--- src/rtl/coin_drop_animator.sv ---
// Animates a 4x4 coin falling one pixel per frame on the 160x120 VGA adapter.
// Optional build macro COIN_DROP_COUNT_EN adds a saturating count of coins that reached the bottom.
module coin_drop_animator #(
  parameter int unsigned FRAME_DIV   = 833333,
  parameter logic [6:0]  Y_LIMIT     = 7'd116,
  parameter logic [7:0]  X_LIMIT     = 8'd156,
  parameter logic [2:0]  COIN_COLOUR = 3'b110,
  parameter logic [2:0]  BG_COLOUR   = 3'b000
) (
  input  logic       clk,
  input  logic       reset_n,
  input  logic       start,
  input  logic [7:0] ix_loc,
  input  logic [6:0] iy_loc,
  input  logic       collect,
  output logic [7:0] x,
  output logic [6:0] y,
  output logic [2:0] colour,
  output logic       plot,
  output logic       busy,
`ifdef COIN_DROP_COUNT_EN
  output logic [7:0] coins_dropped,
`endif
  output logic       coin_done,
  output logic       coin_caught
);

  localparam int unsigned CNT_W = (FRAME_DIV > 1) ? $clog2(FRAME_DIV) : 1;
  localparam logic [CNT_W-1:0] CNT_LAST = CNT_W'(FRAME_DIV - 1);

  typedef enum logic [2:0] {
    S_IDLE,
    S_DRAW,
    S_WAIT,
    S_ERASE,
    S_STEP,
    S_DONE
  } state_t;

  state_t           state;
  logic [7:0]       cur_x;
  logic [6:0]       cur_y;
  logic [3:0]       pix;
  logic [CNT_W-1:0] frame_cnt;
  logic             caught;

  logic [3:0]       pix_nxt;
  logic [7:0]       x_clamped;

  always_comb begin
    pix_nxt   = pix + 4'd1;
    x_clamped = (ix_loc > X_LIMIT) ? X_LIMIT : ix_loc;
  end

  // Outputs are registered from the values being loaded on each transition,
  // so they always match the state that is current in the same cycle.
  always_ff @(posedge clk) begin
    if (!reset_n) begin
      state       <= S_IDLE;
      cur_x       <= '0;
      cur_y       <= '0;
      pix         <= '0;
      frame_cnt   <= '0;
      caught      <= 1'b0;
      x           <= '0;
      y           <= '0;
      colour      <= '0;
      plot        <= 1'b0;
      busy        <= 1'b0;
      coin_done   <= 1'b0;
      coin_caught <= 1'b0;
`ifdef COIN_DROP_COUNT_EN
      coins_dropped <= '0;
`endif
    end else begin
      coin_done   <= 1'b0;
      coin_caught <= 1'b0;
      unique case (state)
        S_IDLE: begin
          plot <= 1'b0;
          busy <= 1'b0;
          if (start) begin
            state  <= S_DRAW;
            cur_x  <= x_clamped;
            cur_y  <= iy_loc;
            pix    <= '0;
            caught <= 1'b0;
            x      <= x_clamped;
            y      <= iy_loc;
            colour <= COIN_COLOUR;
            plot   <= 1'b1;
            busy   <= 1'b1;
          end
        end
        S_DRAW, S_ERASE: begin
          if (pix == 4'd15) begin
            pix  <= '0;
            plot <= 1'b0;
            if (state == S_DRAW) begin
              state     <= S_WAIT;
              frame_cnt <= '0;
            end else if (caught) begin
              state       <= S_DONE;
              coin_caught <= 1'b1;
            end else begin
              state <= S_STEP;
            end
          end else begin
            pix <= pix_nxt;
            x   <= cur_x + {6'd0, pix_nxt[1:0]};
            y   <= cur_y + {5'd0, pix_nxt[3:2]};
          end
        end
        S_WAIT: begin
          if (collect || frame_cnt == CNT_LAST) begin
            if (collect) caught <= 1'b1;
            state  <= S_ERASE;
            x      <= cur_x;
            y      <= cur_y;
            colour <= BG_COLOUR;
            plot   <= 1'b1;
          end else begin
            frame_cnt <= frame_cnt + CNT_W'(1);
          end
        end
        S_STEP: begin
          if (cur_y >= Y_LIMIT) begin
            state <= S_DONE;
            if (caught) coin_caught <= 1'b1;
            else        coin_done   <= 1'b1;
          end else begin
            state  <= S_DRAW;
            cur_y  <= cur_y + 7'd1;
            x      <= cur_x;
            y      <= cur_y + 7'd1;
            colour <= COIN_COLOUR;
            plot   <= 1'b1;
          end
        end
        S_DONE: begin
          state <= S_IDLE;
          busy  <= 1'b0;
`ifdef COIN_DROP_COUNT_EN
          if (!caught && coins_dropped != 8'hFF) coins_dropped <= coins_dropped + 8'd1;
`endif
        end
        default: state <= S_IDLE;
      endcase
    end
  end

endmodule

--- config.mk ---
export PLATFORM = sky130hd
export DESIGN_NAME = coin_drop_animator
export DESIGN_NICKNAME = d
export VERILOG_FILES = /design/src/rtl/coin_drop_animator.sv
export SDC_FILE = /design/constraint.sdc
export NUM_CORES = 1
export LEC_CHECK = 0
export CORE_MARGIN = 10
export CORE_UTILIZATION = 40
export CTS_BUF_LIST = sky130_fd_sc_hd__clkbuf_16
export CTS_CLUSTER_DIAMETER = 200
export CTS_CLUSTER_SIZE = 8
export DETAILED_ROUTE_END_ITERATION = 7
export PLACE_DENSITY = 0.57
export SKIP_LAST_GASP = 1
export SYNTH_ARGS = -nofsm -noshare
export SYNTH_HDL_FRONTEND = slang
export SYNTH_SLANG_ARGS = --single-unit
export TNS_END_PERCENT = 1
--- constraint.sdc ---
create_clock -name clk -period 2.7 [get_ports clk]
set_input_delay 0.675 -clock clk [delete_from_list [all_inputs] [get_ports clk]]
set_output_delay 0.675 -clock clk [all_outputs]
set_load 0.01 [all_outputs]
# --- After elaboration in Yosys (flattened, before gate mapping) ---
# Cells that the tools add are included.
totals:
  ff_bits: 65
  inputBits: 19
  output_inout_bits: 22
  word_cells: 101
op_classes:
  add_sub_neg: 5
  order_cmp: 2
  n_eq_ne: 15
  mux: 46
  n_reduce_logical: 20
op_table:
  columns: ["cell", "n"]
  rows:
  - ["two-way mux 20 bit", 3]
  - ["two-way mux 8 bit", 5]
  - ["one-hot mux 20 bit (2 select lines)", 1]
  - ["one-hot mux 8 bit (4 select lines)", 1]
  - ["two-way mux 7 bit", 4]
  - ["one-hot mux 7 bit (4 select lines)", 1]
  - ["two-way mux 3 bit", 8]
  - ["adder 20 x 1 -> 20 bit, second input constant", 1]
  - ["equality test 20 bit, second input constant", 1]
  - ["!= test 2 bit, second input constant", 8]
  - ["AND reduction 4 bit", 4]
  - ["one-hot mux 7 bit (2 select lines)", 1]
  - ["two-way mux 1 bit", 13]
  - ["one-hot mux 3 bit (4 select lines)", 1]
  - ["nonzero test 2 bit", 5]
  - ["one-hot mux 3 bit (3 select lines)", 1]
  - ["AND reduction 3 bit", 3]
  - ["adder 8 x 2 -> 8 bit", 1]
  - ["> comparator 8 bit, second input constant", 1]
  - ["two-way mux 4 bit", 2]
  - ["one-hot mux 4 bit (2 select lines)", 1]
  - ["adder 7 x 1 -> 7 bit, second input constant", 1]
  - ["adder 7 x 2 -> 7 bit", 1]
  - [">= comparator 7 bit, second input constant", 1]
  - ["14 further kinds", 19]

# --- Logic depth before layout (Yosys ltp) ---
# Gate-level depths: netlist (run 1).
logic_depth:
  depth_word: 4
  depth_mapped: 9
  depth_no_buf: 9

# --- Worst setup path before layout (run 1) ---
# OpenSTA, ideal clock, no wires.
synth_timing:
  path_type: "input port to flip-flop"
  startpoint: "input port collect"
  endpoint: "register x[1]"
  setup_ps: 114
  t_arrival_ps: 1911
  required_time_ps: 2586
  path_slack_ps: 675
  path_stages: 6
  n_path_buf: 2
  cell_sequence: "or4b_4 > a21oi_2 > a2111oi_4 > buf_4 > buf_4 > a21o_1"
synth_between:
  elab_chain_len: 3
synth_lines:
  columns: ["element", "line_no", "rtl"]
  rows:
  - ["start: declaration", "15", "input logic collect,"]
  - ["logical OR 1 bit", "115", "if (collect || frame_cnt == CNT_LAST) begin"]
  - ["!= test 2 bit (no source line)", null, null]
  - ["AND reduction 5 bit (no source line)", null, null]
  - ["end signal: assignment", "110", "x <= cur_x + {6'd0, pix_nxt[1:0]};"]
  - ["end signal: assignment", "118", "x <= cur_x;"]
  - ["end signal: assignment", "134", "x <= cur_x;"]
  - ["end: declaration", "16", "output logic [7:0] x,"]
# Every way passes these cells.
# A chain may end at the register's enable or synchronous reset.

# --- Worst setup path in the final report (run 1) ---
layout_timing:
  startpoint: "register state[2]"
  endpoint: "register frame_cnt[19]"
layout_between:
  elab_chain_len: 4
  elab_cells_between_ends: 10
  cone_classes: "6 x eq/ne; 1 x mux; 3 x reduce/logical"
layout_lines:
  columns: ["element", "line_no", "rtl"]
  rows:
  - ["start: declaration", "40", "state_t state;"]
  - ["start signal: assignment", "59", "state <= S_IDLE;"]
  - ["start signal: assignment", "83", "state <= S_DRAW;"]
  - ["start signal: assignment", "100", "state <= S_WAIT;"]
  - ["equality test 3 x 1 -> 1 bit / equality test 3 x 2 -> 1 bit (equally long branches)", "78, 99", null]
  - ["OR reduction 2 bit", "78", "unique case (state)"]
  - ["!= test 2 bit (no source line) / nonzero test 2 bit (equally long branches)", null, null]
  - ["AND reduction 4 bit (no source line)", null, null]
  - ["end signal: assignment", "123", "frame_cnt <= frame_cnt + CNT_W'(1);"]
  - ["end: declaration", "44", "logic [CNT_W-1:0] frame_cnt;"]
# Parallel ways exist; a longest one is shown, timed or not.

==> impl_metrics.tcl, run 1 <==
set metrics [dict create \
    initial_core_util_pct 40.8 \
    number_of_global_route_vias_before_repair 3970 \
    ant_nets 0 \
    post_layout_nonfiller_instances 688 \
    drt_first_iter_violations 272 \
    cts_buffers 9 \
    timing.critical_path.fanout_max 15 \
    timing.final.crit_period_ns 2.48 \
    drt-wirelength-per-cell_um 17.9 \
    grtUsageTotal_pct 17.6 \
    post_cts_buffers 0 \
    timing.setup.tns_ns 0 \
    cts-root-buf "sky130_fd_sc_hd__clkbuf_16" \
    die_width_um 120 \
    hold_start "y[1]" \
    dp_hpwl_um 8980 \
    clock_tree.buffer_depth 2 \
    critical_path_start_type "flip-flop" \
    clock_sinks 63 \
    tritoncts "yes" \
    holdCritPathClass "flip-flop to flip-flop" \
    postSynthRegisterBits 63 \
    mappedNetlistNets 537 \
    placeableCoreArea_mm2 0.00973 \
    die_h_um 120 \
    hold-path-endpoint "y[1]" \
    grt_first_pass_wirelength_um 20800 \
    h_tree_level_count 3 \
    fillerInstances 990 \
    numPlacedInstances 673 \
    ys.flop_type "sky130_fd_sc_hd__dfxtp_1" \
    fin_area_mm2 0.00486 \
    crit-reg2reg-launch "state[2]" \
    clk_pin_slew_worst_paths_ns 0.05 \
    fmaxAchievable_mhz 403 \
    critPathRequiredTime_ns 2.92 \
    synth.lib_cells_used.distinct 77 \
    busiest_layer "met2" \
    netlist_instances 507 \
    n_antenna_cell 0 \
    power.static_leakage_nw 1.78 \
    whs_path_depth 2 \
    critical-path-max-stage-delay_ns 0.86 \
    postSynthAreaPerCell_um2 7.84 \
    asyncSetResetFlopFracSynth_pct 0 \
    power_density_mw_per_mm2 521 \
    timing_worst_slew_pin_value_ns 1.06 \
    grt.met2_usage_pct 27.3 \
    placedInstanceArea_mm2 0.00459 \
    flow.area_growth_from_synthesis_pct 22.3 \
    number_of_nets_in_the_final_layout 581 \
    avgViaCountPerCell 5.82 \
    clk_latency_ns 0.33 \
    timing.critical_path.max_delay_family "compound AO/OA/AOI/OAI gates" \
    finalWeightedCongestion 0.921 \
    globalRouteMet3Util_pct 5.95 \
    rsz0062_at_grt "false" \
    drt_pass1_iterations 5 \
    fp.dieArea_mm2 0.0143 \
    fin_max_slew_vios 0 \
    worst-endpoint-arrival_ns 2.70 \
    placement_rows 36 \
    final_worst_path_cycle_share_pct 92.0 \
    synth_edf_count 0 \
    critical_path.reg2reg.endpoint "frame_cnt[19]" \
    place_ws_ns 0.0692 \
    grt_util_met1_pct 22.1 \
    hold_buffers 0 \
    routed-via-count 4005 \
    critPathKind "flip-flop to flip-flop" \
    globalRoute.totalOverflow 0 \
    final_layout_size_suffix_gt1_share_pct 13.0 \
    maximum_number_of_pins_on_one_net_before_global_route_repair 30 \
    slew_headroom_pct 28.6 \
    cts_resized 0 \
    synthesis.yosys.warnings 0 \
    setup_viol_count_final 0 \
    endpoint_class_of_the_critical_path "flip-flop" \
    place.port_buffers 39 \
    drt_drc_violations_left 0 \
    reg2reg_setup_slack_ns 0.22 \
    crit_path_cell_chain "nand2b_1 -> buf_4 -> o31ai_1 -> or4_1 -> nand2_1" \
    maxCapViolCount 0 \
    status "complete, no violations" \
    hold_violations 0 \
    worstRegToRegCells 5 \
    cp.buffers_inverters 1 \
    layout_setup_ws_ns 0.217 \
    report.power.total_mw 2.53 \
    synth_seq_area_share_pct 31.7 \
    final.setup_skew_ns 0.00661 \
    max-vdd-ir-drop_v 0.000332 \
    antenna_found_initial 0 \
    synth_area_mm2 0.00397 \
    drt-total-wl_um 12300 \
    cp_slowest_cell "sky130_fd_sc_hd__o31ai_1" \
    boundaryPins 41 \
]
==> tightest hold or removal path: cells and delay by family, from the launching register on <==
kind             cells  cell delay, ns
flip-flops           1            0.31
AO/OA/AOI/OAI        1            0.05
AND/OR/NAND/NOR      1            0.05
==> area by class of cell <==
cell class,count,area [um^2],area share (%)
Multi-Input combinational cell,393,2470,50.8
Sequential cell,63,1260,26.0
Timing Repair Buffer,70,636,13.1
Tap cell,133,166,3.42
Inverter,14,52.6,1.08
Clock buffer,9,225,4.63
Clock inverter,6,48.8,1.00
==> cells by family after synthesis <==
logic type | synth area share [%]
and+or+nand+nor | 28.0
AOI/OAI and AO/OA | 28.0
DFF | 31.7
buffers and inverters | 6.11
adders and majority gates | 3.84
xor gates and xnor gates | 1.98
other | 0.0944
muxes | 0.252
==> how the worst max path moves through the flow <==
stage | start | endpoint | slack [ns] | cells past startpoint
floorplan | collect | x[1] | 0.68 | 6
global placement | ix_loc[6] | x[1] | 0.09 | 7
detailed placement | collect | frame_cnt[19] | 0.07 | 6
CTS | state[2] | frame_cnt[19] | 0.25 | 5
global route | state[2] | frame_cnt[13] | 0.07 | 6
finish | state[2] | frame_cnt[19] | 0.22 | 5
==> metrics by stage <==
step	hold slack (ns)	utilization, %
2_1_floorplan	0.435	-
3_3_place_gp	0.440	47.1
3_5_place_dp	0.445	47.1
4_1_cts	0.455	49.9
5_1_grt	0.470	49.9
6_report	0.454	49.9
==> placed cells by master, fill, tap and decap left out, drive strengths merged, types with 11 or more instances in the layout <==
cell and count:
a211oi 11, a21oi 34, and3 11, buf 31, clkdlybuf4s50 39, dfxtp 63
inv 17, nand2 57, nand3 26, nor2 45, nor3 15, o21ai 46
==> flip-flops by register name, summed over array words and instances (netlist names), 3 cells and up <==
name,cells
cur_y,7
y,7
x,8
cur_x,8
frame_cnt,20
state,3
pix,4
==> synth_stat cells (all sizes together) (4+ instances only) <==
library cell  instances  area (um^2)
dfxtp                63         1260
nand2                57          214
o21ai                46          238
nor2                 45          188
a21oi                34          174
nand3                26          135
buf                  22          134
clkbuf               15         56.3
nor3                 15         80.1
inv                  12         45.0
a211oi               11         82.6
and3                 11         70.1
ha                    9          113
nand4                 9         56.3
o211ai                9         67.6
or4                   8         60.1
nand2b                6         37.5
xnor2                 6         52.6
a221oi                5         43.8
a31o                  5         43.8
a31oi                 5         31.3
nor2b                 5         31.3
a22oi                 4         30.0
a311oi                4         35.0
nor4                  4         25.0
or2                   4         25.0
==> per-layer routing <==
metal  up-vias  wire [um]  share of wire (%)
met2       125       5620                 46
met4         0        292                2.4
met1      1882       5630                 46
met5         -          0                  0
met3        21        767                6.2
li1       1977          -                  -
==> where the power goes <==
group	total (mW)	switching, mW	internal [mW]
clock	1.10	0.406	0.692
sequential	1.03	0.0486	0.978
combinational	0.408	0.217	0.191
total	2.53	0.672	1.86
No activity file was read; power rests on OpenSTA's default activity.
==> run 2: changes to the inputs <==
CTS_CLUSTER_SIZE = not set   (was 8)
==> results of run 2 <==
No change in the layout: final DEF, timing and power equal those of run 1.
==> run 3: changes to the inputs <==
ABC_CLOCK_PERIOD_IN_PS = 2700   (was not set)
CORE_UTILIZATION = 30   (was 40)
PLACE_DENSITY = 0.45   (was 0.57)
==> impl_metrics.tcl, run 3 (synthesized netlist as in run 1, its figures left out) <==
set metrics [dict create \
    post_cts_buffers 0 \
    number_of_nets_in_the_final_layout 589 \
    busiest_layer "met2" \
    timing.final.crit_period_ns 2.43 \
    layout.cells.most_common_list "sky130_fd_sc_hd__dfxtp_1, sky130_fd_sc_hd__nand2_1, sky130_fd_sc_hd__nor2_1" \
    place_ws_ns -0.0168 \
    drt_pass1_iterations 4 \
    final_worst_path_cycle_share_pct 90.1 \
    timing.critical_path.fanout_max 13 \
    critical_path_start_type "flip-flop" \
    initial_core_util_pct 31.1 \
    worst-endpoint-arrival_ns 2.69 \
    mostFrequentLayoutCell "sky130_fd_sc_hd__dfxtp_1" \
    fin_max_slew_vios 0 \
    place.port_buffers 39 \
    critical_path.startpoint "frame_cnt[3]" \
    avgViaCountPerCell 5.44 \
    hold_violations 0 \
    grt.met2_usage_pct 23.3 \
    final.setup_skew_ns 0.00823 \
    clk_pin_slew_worst_paths_ns 0.06 \
    reg2reg_setup_slack_ns 0.27 \
    drt_drc_violations_left 0 \
    timing.setup.tns_ns 0 \
    crit-reg2reg-launch "frame_cnt[3]" \
    largest_reg_flops 20 \
    flow.area_growth_from_synthesis_pct 25.3 \
    fillerInstances 1358 \
    maximum_number_of_pins_on_one_net_before_global_route_repair 30 \
    setup_viol_count_final 0 \
    die_width_um 135 \
    worstRegToRegCells 6 \
    cts-root-buf "sky130_fd_sc_hd__clkbuf_16" \
    tritoncts "yes" \
    fmaxAchievable_mhz 411 \
    cts_buffers 9 \
    grtUsageTotal_pct 15.0 \
    clock_sinks 63 \
    fp.dieArea_mm2 0.0182 \
    clock_tree.buffer_depth 2 \
    final_layout_size_suffix_gt1_share_pct 14.5 \
    globalRoute.totalOverflow 0 \
    largest_register "frame_cnt" \
    slew_headroom_pct 37.8 \
    clk_latency_ns 0.35 \
    number_of_global_route_vias_before_repair 4054 \
    globalRouteMet3Util_pct 4.23 \
    drt_first_iter_violations 332 \
    endpoint_class_of_the_critical_path "flip-flop" \
    routed-via-count 4005 \
    max-vdd-ir-drop_v 0.000276 \
    boundaryPins 41 \
    dp_hpwl_um 9630 \
    h_tree_level_count 3 \
    ant_nets 0 \
    hold_buffers 0 \
    finalWeightedCongestion 0.815 \
    grt_util_met1_pct 18.8 \
    cts_resized 0 \
    power.static_leakage_nw 1.82 \
    die_h_um 135 \
    rsz0062_at_grt "false" \
    placement_rows 41 \
    report.power.total_mw 2.59 \
    drt-total-wl_um 13100 \
    largest_registers "frame_cnt (20), cur_x (8), x (8)" \
    critPathRequiredTime_ns 2.96 \
    maxCapViolCount 0 \
    n_antenna_cell 0 \
    drt-wirelength-per-cell_um 17.8 \
    critPathKind "flip-flop to flip-flop" \
    antenna_found_initial 0 \
    grt_first_pass_wirelength_um 21800 \
    worst_setup_path_endpoint "cur_y[1]" \
    layout_setup_ws_ns 0.267 \
    status "complete, no violations" \
    power_density_mw_per_mm2 519 \
    critical_path.reg2reg.endpoint "cur_y[1]" \
    holdCritPathClass "flip-flop to flip-flop" \
    timing_worst_slew_pin_value_ns 0.926 \
    placeableCoreArea_mm2 0.0128 \
]
[run 3: power by group]
part	leakage, nW	internal (mW)	switching, mW
combinational	1.16	0.199	0.225
clock	0.147	0.699	0.438
sequential	0.515	0.978	0.0478
[run 3: how the worst min path moves through the flow]
stage,cells past startpoint,endpoint,slack [ns],start
final,2,y[0],0.45,y[0]
after global routing,2,y[1],0.49,y[1]
after CTS,2,y[1],0.46,y[1]
after detailed placement,2,y[1],0.44,y[1]
after global placement,2,y[0],0.44,y[0]
after floorplan,1,coin_done,0.44,caught
[run 3: metal layers]
| layer | vias up | share of wire [%] |
|---|---|---|
| met2 | 103 | 46 |
| met1 | 1884 | 46 |
| met3 | 15 | 5.8 |
| met4 | 0 | 2.1 |
| li1 | 2003 | - |
| met5 | - | 0 |
[run 3: area by class of cell]
class	instances	area (um^2)	share of cell area, %
sequential	63	1260	25.3
inverter	14	52.6	1.06
clock buffer	9	225	4.52
timing repair buffer	78	696	14.0
multi-input combinational	393	2470	49.6
tap	172	215	4.32
clock inverter	7	57.6	1.16
[run 3: per-stage QoR]
step	cells	area (um^2)	utilization [%]	hold slack, ns
floorplan	507	3970	-	0.435
global placement	720	4690	36.8	0.437
detailed placement	720	4690	36.8	0.440
CTS	736	4980	39.0	0.455
global route	736	4980	39.0	0.490
finish	736	4980	39.0	0.452
[run 3: critical path: stages, from the launching register on]
cell                       delay (ns)
sky130_fd_sc_hd__dfxtp_1         0.37
sky130_fd_sc_hd__nor4b_2         0.52
sky130_fd_sc_hd__a21oi_2         0.15
sky130_fd_sc_hd__nor3_2          0.77
sky130_fd_sc_hd__buf_4           0.25
sky130_fd_sc_hd__nor2_1          0.04
sky130_fd_sc_hd__a311oi_1        0.25
